**config.mk**
```make
export PLATFORM = sky130hd
export DESIGN_NAME = uart_trx_param
export DESIGN_NICKNAME = d
export VERILOG_FILES = /design/src/rtl/uart_pkg.sv /design/src/rtl/uart_baud_gen.sv /design/src/rtl/uart_trx_param.sv
export SDC_FILE = /design/constraint.sdc
export NUM_CORES = 1
export LEC_CHECK = 0
export CORE_ASPECT_RATIO = 0.9
export CORE_MARGIN = 2
export CORE_UTILIZATION = 57
export CTS_CLUSTER_DIAMETER = 120
export DETAILED_ROUTE_END_ITERATION = 7
export GPL_TIMING_DRIVEN = 0
export PLACE_DENSITY_LB_ADDON = 0.08
export SLEW_MARGIN = 10
export SYNTH_ARGS = -nofsm -noshare
export SYNTH_HDL_FRONTEND = slang
export SYNTH_SLANG_ARGS = --single-unit
```
**constraint.sdc**
```tcl
create_clock -name clk -period 2.3 [get_ports clk]
set_input_delay 0.46 -clock clk [delete_from_list [all_inputs] [get_ports clk]]
set_output_delay 0.46 -clock clk [all_outputs]
set_load 0.01 [all_outputs]
```
**src/rtl/uart_pkg.sv**
```systemverilog
// ----------------------------------------------------------------------------
// Module   : uart_pkg
// Brief    : Parity-mode constants, FSM state encodings and divisor helper
// Revision : 1.0
// ----------------------------------------------------------------------------
`default_nettype none

package uart_pkg;

  localparam int c_parity_none = 0;
  localparam int c_parity_even = 1;
  localparam int c_parity_odd  = 2;

  typedef enum logic [2:0] {
    TX_IDLE   = 3'd0,
    TX_START  = 3'd1,
    TX_DATA   = 3'd2,
    TX_PARITY = 3'd3,
    TX_STOP   = 3'd4
  } tx_state_t;

  typedef enum logic [2:0] {
    RX_IDLE   = 3'd0,
    RX_START  = 3'd1,
    RX_DATA   = 3'd2,
    RX_PARITY = 3'd3,
    RX_STOP   = 3'd4
  } rx_state_t;

  // Integer-truncated clock cycles per period of the given rate.
  function automatic int uart_div(input int clk_freq, input int rate);
    return clk_freq / rate;
  endfunction

endpackage

`default_nettype wire

```
**src/rtl/uart_baud_gen.sv**
```systemverilog
// ----------------------------------------------------------------------------
// Module   : uart_baud_gen
// Brief    : TX bit-period tick and RX oversample tick, each phase-aligned to
//            the start of its own activity window
// Revision : 1.0
// ----------------------------------------------------------------------------
`default_nettype none

module uart_baud_gen
  import uart_pkg::*;
#(
  parameter int CLK_FREQ   = 50000000,
  parameter int BAUD_RATE  = 115200,
  parameter int OVERSAMPLE = 16
) (
  input  logic clk,
  input  logic rst,
  input  logic tx_run,
  input  logic rx_run,
  output logic tx_tick,
  output logic os_tick
);

  localparam int c_baud_div = uart_div(CLK_FREQ, BAUD_RATE);
  localparam int c_os_div   = uart_div(CLK_FREQ, BAUD_RATE * OVERSAMPLE);
  localparam int c_tx_w     = $clog2(c_baud_div + 1);
  localparam int c_os_w     = $clog2(c_os_div + 1);

  logic [c_tx_w-1:0] r_tx_cnt;
  logic [c_os_w-1:0] r_os_cnt;
  logic              w_tx_wrap;
  logic              w_os_wrap;

  assign w_tx_wrap = (r_tx_cnt == c_tx_w'(c_baud_div - 1));
  assign w_os_wrap = (r_os_cnt == c_os_w'(c_os_div - 1));
  assign tx_tick   = tx_run & w_tx_wrap;
  assign os_tick   = rx_run & w_os_wrap;

  // Counters idle at zero so the first period starts exactly when run rises.
  always_ff @(posedge clk or posedge rst) begin
    if (rst) begin
      r_tx_cnt <= '0;
      r_os_cnt <= '0;
    end else begin
      if (!tx_run || w_tx_wrap) r_tx_cnt <= '0;
      else                      r_tx_cnt <= r_tx_cnt + 1'b1;
      if (!rx_run || w_os_wrap) r_os_cnt <= '0;
      else                      r_os_cnt <= r_os_cnt + 1'b1;
    end
  end

endmodule

`default_nettype wire

```
**src/rtl/uart_trx_param.sv**
```systemverilog
// ----------------------------------------------------------------------------
// Module   : uart_trx_param
// Brief    : Parameterised UART transmitter/receiver with internal loopback
// Revision : 1.0
// ----------------------------------------------------------------------------
`default_nettype none

module uart_trx_param
  import uart_pkg::*;
#(
  parameter int CLK_FREQ   = 50000000,
  parameter int BAUD_RATE  = 115200,
  parameter int DATA_W     = 8,
  parameter int PARITY     = 0,
  parameter int STOP_BITS  = 1,
  parameter int OVERSAMPLE = 16
) (
  input  logic              clk,
  input  logic              rst,
  input  logic [DATA_W-1:0] tx_data,
  input  logic              tx_valid,
  output logic              tx_ready,
  output logic              txd,
  input  logic              rxd,
  input  logic              lb_en,
  output logic [DATA_W-1:0] rx_data,
  output logic              rx_valid,
  input  logic              rx_ready,
  output logic              rx_frame_err,
  output logic              rx_parity_err,
  output logic              rx_overrun
);

  localparam int   c_bit_w   = $clog2(DATA_W + 1);
  localparam int   c_os_cw   = $clog2(OVERSAMPLE + 1);
  localparam logic c_par_odd = (PARITY == c_parity_odd);

  generate
    if (DATA_W < 5 || DATA_W > 9) begin : g_err_data_w
      $error("uart_trx_param: DATA_W must be in 5..9");
    end
    if (PARITY < 0 || PARITY > 2) begin : g_err_parity
      $error("uart_trx_param: PARITY must be 0, 1 or 2");
    end
    if (STOP_BITS != 1 && STOP_BITS != 2) begin : g_err_stop
      $error("uart_trx_param: STOP_BITS must be 1 or 2");
    end
    if (OVERSAMPLE < 8 || (OVERSAMPLE % 2) != 0) begin : g_err_os
      $error("uart_trx_param: OVERSAMPLE must be even and at least 8");
    end
    if (uart_div(CLK_FREQ, BAUD_RATE * OVERSAMPLE) < 1) begin : g_err_div
      $error("uart_trx_param: CLK_FREQ too low for BAUD_RATE*OVERSAMPLE");
    end
  endgenerate

  tx_state_t         r_tx_state;
  logic [DATA_W-1:0] r_tx_shift;
  logic              r_tx_par;
  logic [c_bit_w-1:0] r_tx_bit;
  logic              r_tx_stop2;
  logic              r_txd;
  logic              r_tx_ready;

  rx_state_t         r_rx_state;
  logic              r_sync1;
  logic              r_sync2;
  logic              r_rx_armed;
  logic [c_os_cw-1:0] r_rx_os;
  logic [c_bit_w-1:0] r_rx_bit;
  logic [DATA_W-1:0] r_rx_shift;
  logic              r_rx_par_bit;
  logic [DATA_W-1:0] r_rx_data;
  logic              r_rx_valid;
  logic              r_rx_ferr;
  logic              r_rx_perr;
  logic              r_rx_ovr;

  logic w_tx_tick;
  logic w_os_tick;
  logic w_rx_src;
  logic w_rx_accept;
  logic w_rx_par_calc;

  assign txd           = r_txd;
  assign tx_ready      = r_tx_ready;
  assign rx_data       = r_rx_data;
  assign rx_valid      = r_rx_valid;
  assign rx_frame_err  = r_rx_ferr;
  assign rx_parity_err = r_rx_perr;
  assign rx_overrun    = r_rx_ovr;

  uart_baud_gen #(
    .CLK_FREQ   (CLK_FREQ),
    .BAUD_RATE  (BAUD_RATE),
    .OVERSAMPLE (OVERSAMPLE)
  ) u_baud_gen (
    .clk     (clk),
    .rst     (rst),
    .tx_run  (r_tx_state != TX_IDLE),
    .rx_run  (r_rx_state != RX_IDLE),
    .tx_tick (w_tx_tick),
    .os_tick (w_os_tick)
  );

  always_ff @(posedge clk or posedge rst) begin
    if (rst) begin
      r_tx_state <= TX_IDLE;
      r_tx_shift <= '0;
      r_tx_par   <= 1'b0;
      r_tx_bit   <= '0;
      r_tx_stop2 <= 1'b0;
      r_txd      <= 1'b1;
      r_tx_ready <= 1'b0;
    end else begin
      case (r_tx_state)
        TX_IDLE: begin
          r_txd      <= 1'b1;
          r_tx_ready <= 1'b1;
          if (tx_valid && r_tx_ready) begin
            r_tx_shift <= tx_data;
            r_tx_par   <= (^tx_data) ^ c_par_odd;
            r_tx_ready <= 1'b0;
            r_txd      <= 1'b0;
            r_tx_state <= TX_START;
          end
        end
        TX_START: if (w_tx_tick) begin
          r_txd      <= r_tx_shift[0];
          r_tx_shift <= r_tx_shift >> 1;
          r_tx_bit   <= '0;
          r_tx_state <= TX_DATA;
        end
        TX_DATA: if (w_tx_tick) begin
          if (r_tx_bit == c_bit_w'(DATA_W - 1)) begin
            r_tx_stop2 <= 1'b0;
            if (PARITY != c_parity_none) begin
              r_txd      <= r_tx_par;
              r_tx_state <= TX_PARITY;
            end else begin
              r_txd      <= 1'b1;
              r_tx_state <= TX_STOP;
            end
          end else begin
            r_txd      <= r_tx_shift[0];
            r_tx_shift <= r_tx_shift >> 1;
            r_tx_bit   <= r_tx_bit + 1'b1;
          end
        end
        TX_PARITY: if (w_tx_tick) begin
          r_txd      <= 1'b1;
          r_tx_stop2 <= 1'b0;
          r_tx_state <= TX_STOP;
        end
        TX_STOP: if (w_tx_tick) begin
          if (r_tx_stop2 || STOP_BITS == 1) begin
            r_tx_ready <= 1'b1;
            r_tx_state <= TX_IDLE;
          end else begin
            r_tx_stop2 <= 1'b1;
          end
        end
        default: r_tx_state <= TX_IDLE;
      endcase
    end
  end

  // Loopback is muxed ahead of the synchronizer so both sources share it.
  assign w_rx_src = lb_en ? r_txd : rxd;

  always_ff @(posedge clk or posedge rst) begin
    if (rst) begin
      r_sync1 <= 1'b1;
      r_sync2 <= 1'b1;
    end else begin
      r_sync1 <= w_rx_src;
      r_sync2 <= r_sync1;
    end
  end

  assign w_rx_accept   = r_rx_valid & rx_ready;
  assign w_rx_par_calc = (^r_rx_shift) ^ c_par_odd;

  always_ff @(posedge clk or posedge rst) begin
    if (rst) begin
      r_rx_state   <= RX_IDLE;
      r_rx_armed   <= 1'b0;
      r_rx_os      <= '0;
      r_rx_bit     <= '0;
      r_rx_shift   <= '0;
      r_rx_par_bit <= 1'b0;
      r_rx_data    <= '0;
      r_rx_valid   <= 1'b0;
      r_rx_ferr    <= 1'b0;
      r_rx_perr    <= 1'b0;
      r_rx_ovr     <= 1'b0;
    end else begin
      if (w_rx_accept) begin
        r_rx_valid <= 1'b0;
        r_rx_ovr   <= 1'b0;
      end
      case (r_rx_state)
        RX_IDLE: begin
          // armed only after a high sample, so a stuck-low line never restarts
          r_rx_armed <= r_sync2;
          r_rx_os    <= '0;
          if (r_rx_armed && !r_sync2) r_rx_state <= RX_START;
        end
        RX_START: if (w_os_tick) begin
          if (r_rx_os == c_os_cw'(OVERSAMPLE / 2 - 1)) begin
            r_rx_os  <= '0;
            r_rx_bit <= '0;
            r_rx_state <= r_sync2 ? RX_IDLE : RX_DATA;
          end else begin
            r_rx_os <= r_rx_os + 1'b1;
          end
        end
        RX_DATA: if (w_os_tick) begin
          if (r_rx_os == c_os_cw'(OVERSAMPLE - 1)) begin
            r_rx_os    <= '0;
            r_rx_shift <= {r_sync2, r_rx_shift[DATA_W-1:1]};
            if (r_rx_bit == c_bit_w'(DATA_W - 1))
              r_rx_state <= (PARITY != c_parity_none) ? RX_PARITY : RX_STOP;
            else
              r_rx_bit <= r_rx_bit + 1'b1;
          end else begin
            r_rx_os <= r_rx_os + 1'b1;
          end
        end
        RX_PARITY: if (w_os_tick) begin
          if (r_rx_os == c_os_cw'(OVERSAMPLE - 1)) begin
            r_rx_os      <= '0;
            r_rx_par_bit <= r_sync2;
            r_rx_state   <= RX_STOP;
          end else begin
            r_rx_os <= r_rx_os + 1'b1;
          end
        end
        RX_STOP: if (w_os_tick) begin
          if (r_rx_os == c_os_cw'(OVERSAMPLE - 1)) begin
            r_rx_os    <= '0;
            r_rx_data  <= r_rx_shift;
            r_rx_ferr  <= ~r_sync2;
            r_rx_perr  <= (PARITY != c_parity_none) && (w_rx_par_calc != r_rx_par_bit);
            r_rx_valid <= 1'b1;
            r_rx_ovr   <= r_rx_valid & ~rx_ready;
            r_rx_armed <= 1'b0;
            r_rx_state <= RX_IDLE;
          end else begin
            r_rx_os <= r_rx_os + 1'b1;
          end
        end
        default: r_rx_state <= RX_IDLE;
      endcase
    end
  end

endmodule

`default_nettype wire
```
==> impl_results.md <==
* Final Hold Viols at 0
* # diodes at 0
* Hold-fix buffers, CTS at 0
* Unrepaired setup endpoints after global routing: yes
* Crit path max fanout at 6
* Dominant cell type by area after synthesis: dfrtp_1
* # DRC at 0
* Pre-Repair DR Iteration Count at 4
* Sw Share at 28.9%
* Maximum VDD drop at 0.536 mV
* Finished Layout Cells at 403
* Worst reg2reg path depth at 7
* Total GRT Usage at between 10% and 20%
* Fraction of registers with async set/reset at 100%
* Commonest non-fill, non-tap cell in the layout: dfrtp_1
* EDFF count, synth at 0
* Gate Count Post-Synth at roughly 290
* Max-slew violations at 0
* Overall Power at between 0.003 and 0.004 W
* Die W at about 84 um
* Worst-path clk slew at ~60 ps
* FF-to-FF End: r_rx_bit[3]
* Cell Pwr Density at around 830 nW/um2
* Placed Cells at 387
* Actual slew at the worst max-slew pin at 750 ps
* Achievable Freq at roughly 450 MHz
* WP data required at roughly 2600 ps
* CP endpoint kind: flip-flop
* WL per Instance at between 10 and 15 um
* Register area share after synthesis at around half
* Largest net degree at the start of global routing at between 60 and 70
* Largest cells by area after synthesis: dfrtp_1 (48%), mux2_2 (11%), ha_1 (3.8%), nor2_1 (2.9%), dfstp_2 (2.4%)
* LEAKAGE at about 1.7 nW
* MaxCap Viol Count at 0
* Number of global-route vias before repair at 2120
* Die H at about 76 um
* Worst hold path stage count at 0
* Layout cells sized above 1 at between 20 and 25%
* Most frequent cells in the layout: dfrtp_1 (62), mux2_2 (33), clkdlybuf4s50_1 (26)
* Vias per inst at approximately 5.5
* CTS Buf Count at 9
* Final Util at 67.9%
* Post-Syn Area per Cell at ~11 um2
* Die area at roughly 6300 um2
* Ys Warns at 0
* Power share of the clock group at between 20 and 30%
* Mapped cell area at 3250 um2
* Critical path class: flip-flop to flip-flop
* CTS tree: built
* Comb power frac at a little under a quarter
* Layout area overhead at 16.9%
* Htree depth at 3
* Initial drt markers at 101
* Clock skew at between 7 and 8 ps
* Port bufs at 26
* Placed wire-length estimate at a little under 4 mm
* Skew-Pair Late Insertion Delay at between 300 and 400 ps
* Worst r2r src: r_rx_os[0]
* Worst Hold Class: flip-flop to flip-flop
* Post-synth top flop: dfrtp_1
* Maximum clock insertion buffer count at 2
* FF-to-FF setup slack at about 89 ps
* Pint at between 0.002 and 0.0025 W
* HP Start: r_sync1
* CTS root buffer: clkbuf_8
* Post-synthesis register bit count at between 60 and 70
* Psw at roughly 0.00092 W
* Synth cell types at 61
* Setup violators final at 0
* Worst-case hold path end point: r_sync2
* CP startpoint kind: flip-flop
* Syn Nets at around 320
* Critical path data arrival time at roughly 2500 ps
* Core area at about 5600 um2
* Post-route cell area at 3800 um2
* Initial Util at between 50 and 60%
* First-pass GRT wire length at around 10 mm
* Clk sink count at 65
* Tmin final at 2210 ps
* Vias at approximately 2200
* Relative slew margins at between 40% and 50%
* Post-place instance area at approximately 3600 um2
* Run status: finished clean
* Rows at 26
* GP Congestion at between 0.7 and 0.8
* WL final at 5.67 mm
* IO Count at 28
* Post-route clock period utilization at around 96%
* Initial antenna violation count at 0
* Yosys top cell area share at 47.7%
* Remaining antenna violation count at 0
* Sequential Power Share at about half
* Grt ovf at 0
* Nets at 352
[worst max-delay path by stage]
stage | startpoint | endpoint | slack (ps)
finish | r_rx_os[0] | r_rx_bit[3] | 90
global route | r_rx_os[0] | r_rx_bit[3] | -20
CTS | r_rx_os[0] | r_rx_bit[3] | 30
detailed placement | r_rx_os[0] | r_rx_bit[3] | 50
global placement | rst | u_baud_gen.r_os_cnt[4] | -910
floorplan | rst | r_rx_armed | 220
[critical path, cell delays in order, from the launching register on]
cell and delay (ps):
dfrtp_1 380, ha_2 230, and3_1 210, ha_2 250
inv_1 70, or4_4 550, or3_1 360, o221ai_1 70
[power groups by stage]
stage                     Combinational (W)  Clock [W]  Sequential [W]
after floorplan                    0.000558          0         0.00154
after global placement             0.000702          0         0.00157
after detailed placement           0.000723          0         0.00158
after CTS                          0.000732   0.000921         0.00156
after global routing               0.000815   0.000969         0.00159
final                              0.000721   0.000891         0.00156
[routing by layer]
layer	vias up	global-route usage [%]	part of all wire, %
li1	1120	-	-
met1	1073	26.6	48
met2	28	31.6	48
met3	7	6.07	3.1
met4	0	7.35	0.95
met5	-	0	0
[cell families (layout without fill, tap and decap cells)]
family | after synthesis | count (layout) | share of synthesized area (%)
muxes | 38 | 38 | 13.0
adders and majority gates | 11 | 11 | 4.16
buffers and inverters | 30 | 72 | 3.77
and+or+nand+nor | 85 | 85 | 14.9
other | 1 | 1 | 0.115
xor gates and xnor gates | 10 | 10 | 2.69
DFF | 65 | 65 | 50.1
AOI/OAI and AO/OA | 51 | 51 | 11.3
[flip-flops by register name, indices dropped and copies added, names as in the netlist, 4 cells and up]
name and flops:
r_rx_os 5, r_tx_shift 8, r_rx_bit 4, rx_data 8
u_baud_gen.r_os_cnt 5, u_baud_gen.r_tx_cnt 9, r_rx_shift 8, r_tx_bit 4
[per-stage QoR]
| stage | setup TNS, ps | hold WS, ps | worst slack, ps |
|---|---|---|---|
| global placement | -56910 | 346 | -906 |
| finish | 0 | 358 | 89.4 |
| CTS | 0 | 362 | 30.1 |
| floorplan | 0 | 345 | 219 |
| detailed placement | 0 | 355 | 46.7 |
| global route | -33.4 | 370 | -23.4 |
[cell usage after synthesis (2+ instances only)]
master / n
ha_1: 10
o21ai_0: 12
xnor2_1: 6
a21oi_1: 11
nor2b_1: 3
or2_2: 3
buf_2: 5
nand2_1: 14
clkbuf_1: 8
dfstp_2: 3
or3b_2: 3
or3_1: 2
mux2i_1: 5
and3b_1: 2
dfrtp_1: 62
nand2b_1: 2
nand4_1: 4
mux2_2: 33
inv_1: 16
nand3_1: 10
o32a_1: 2
o32ai_1: 2
xor2_1: 4
and2_1: 2
and3_1: 2
o41ai_1: 4
a21o_1: 2
o211ai_1: 2
nor2_1: 25
[cell type report]
class	count	area, um2
Fill cell	447	1800
Sequential cell	65	1630
Clock inverter	2	12.5
Tap cell	70	87.6
Buffer	14	62.6
Multi-Input combinational cell	196	1510
Clock buffer	14	173
Timing Repair Buffer	26	260
Inverter	16	62.6
[what timing repair did]
item / 4_1_cts / 5_1_grt
endpoints found under the hold margin: 0 / 0
setup endpoints to repair: 0 / 5
resized for setup: 0 / 3
buffers inserted: 0 / 0
Power figures use the tool's default switching activity.
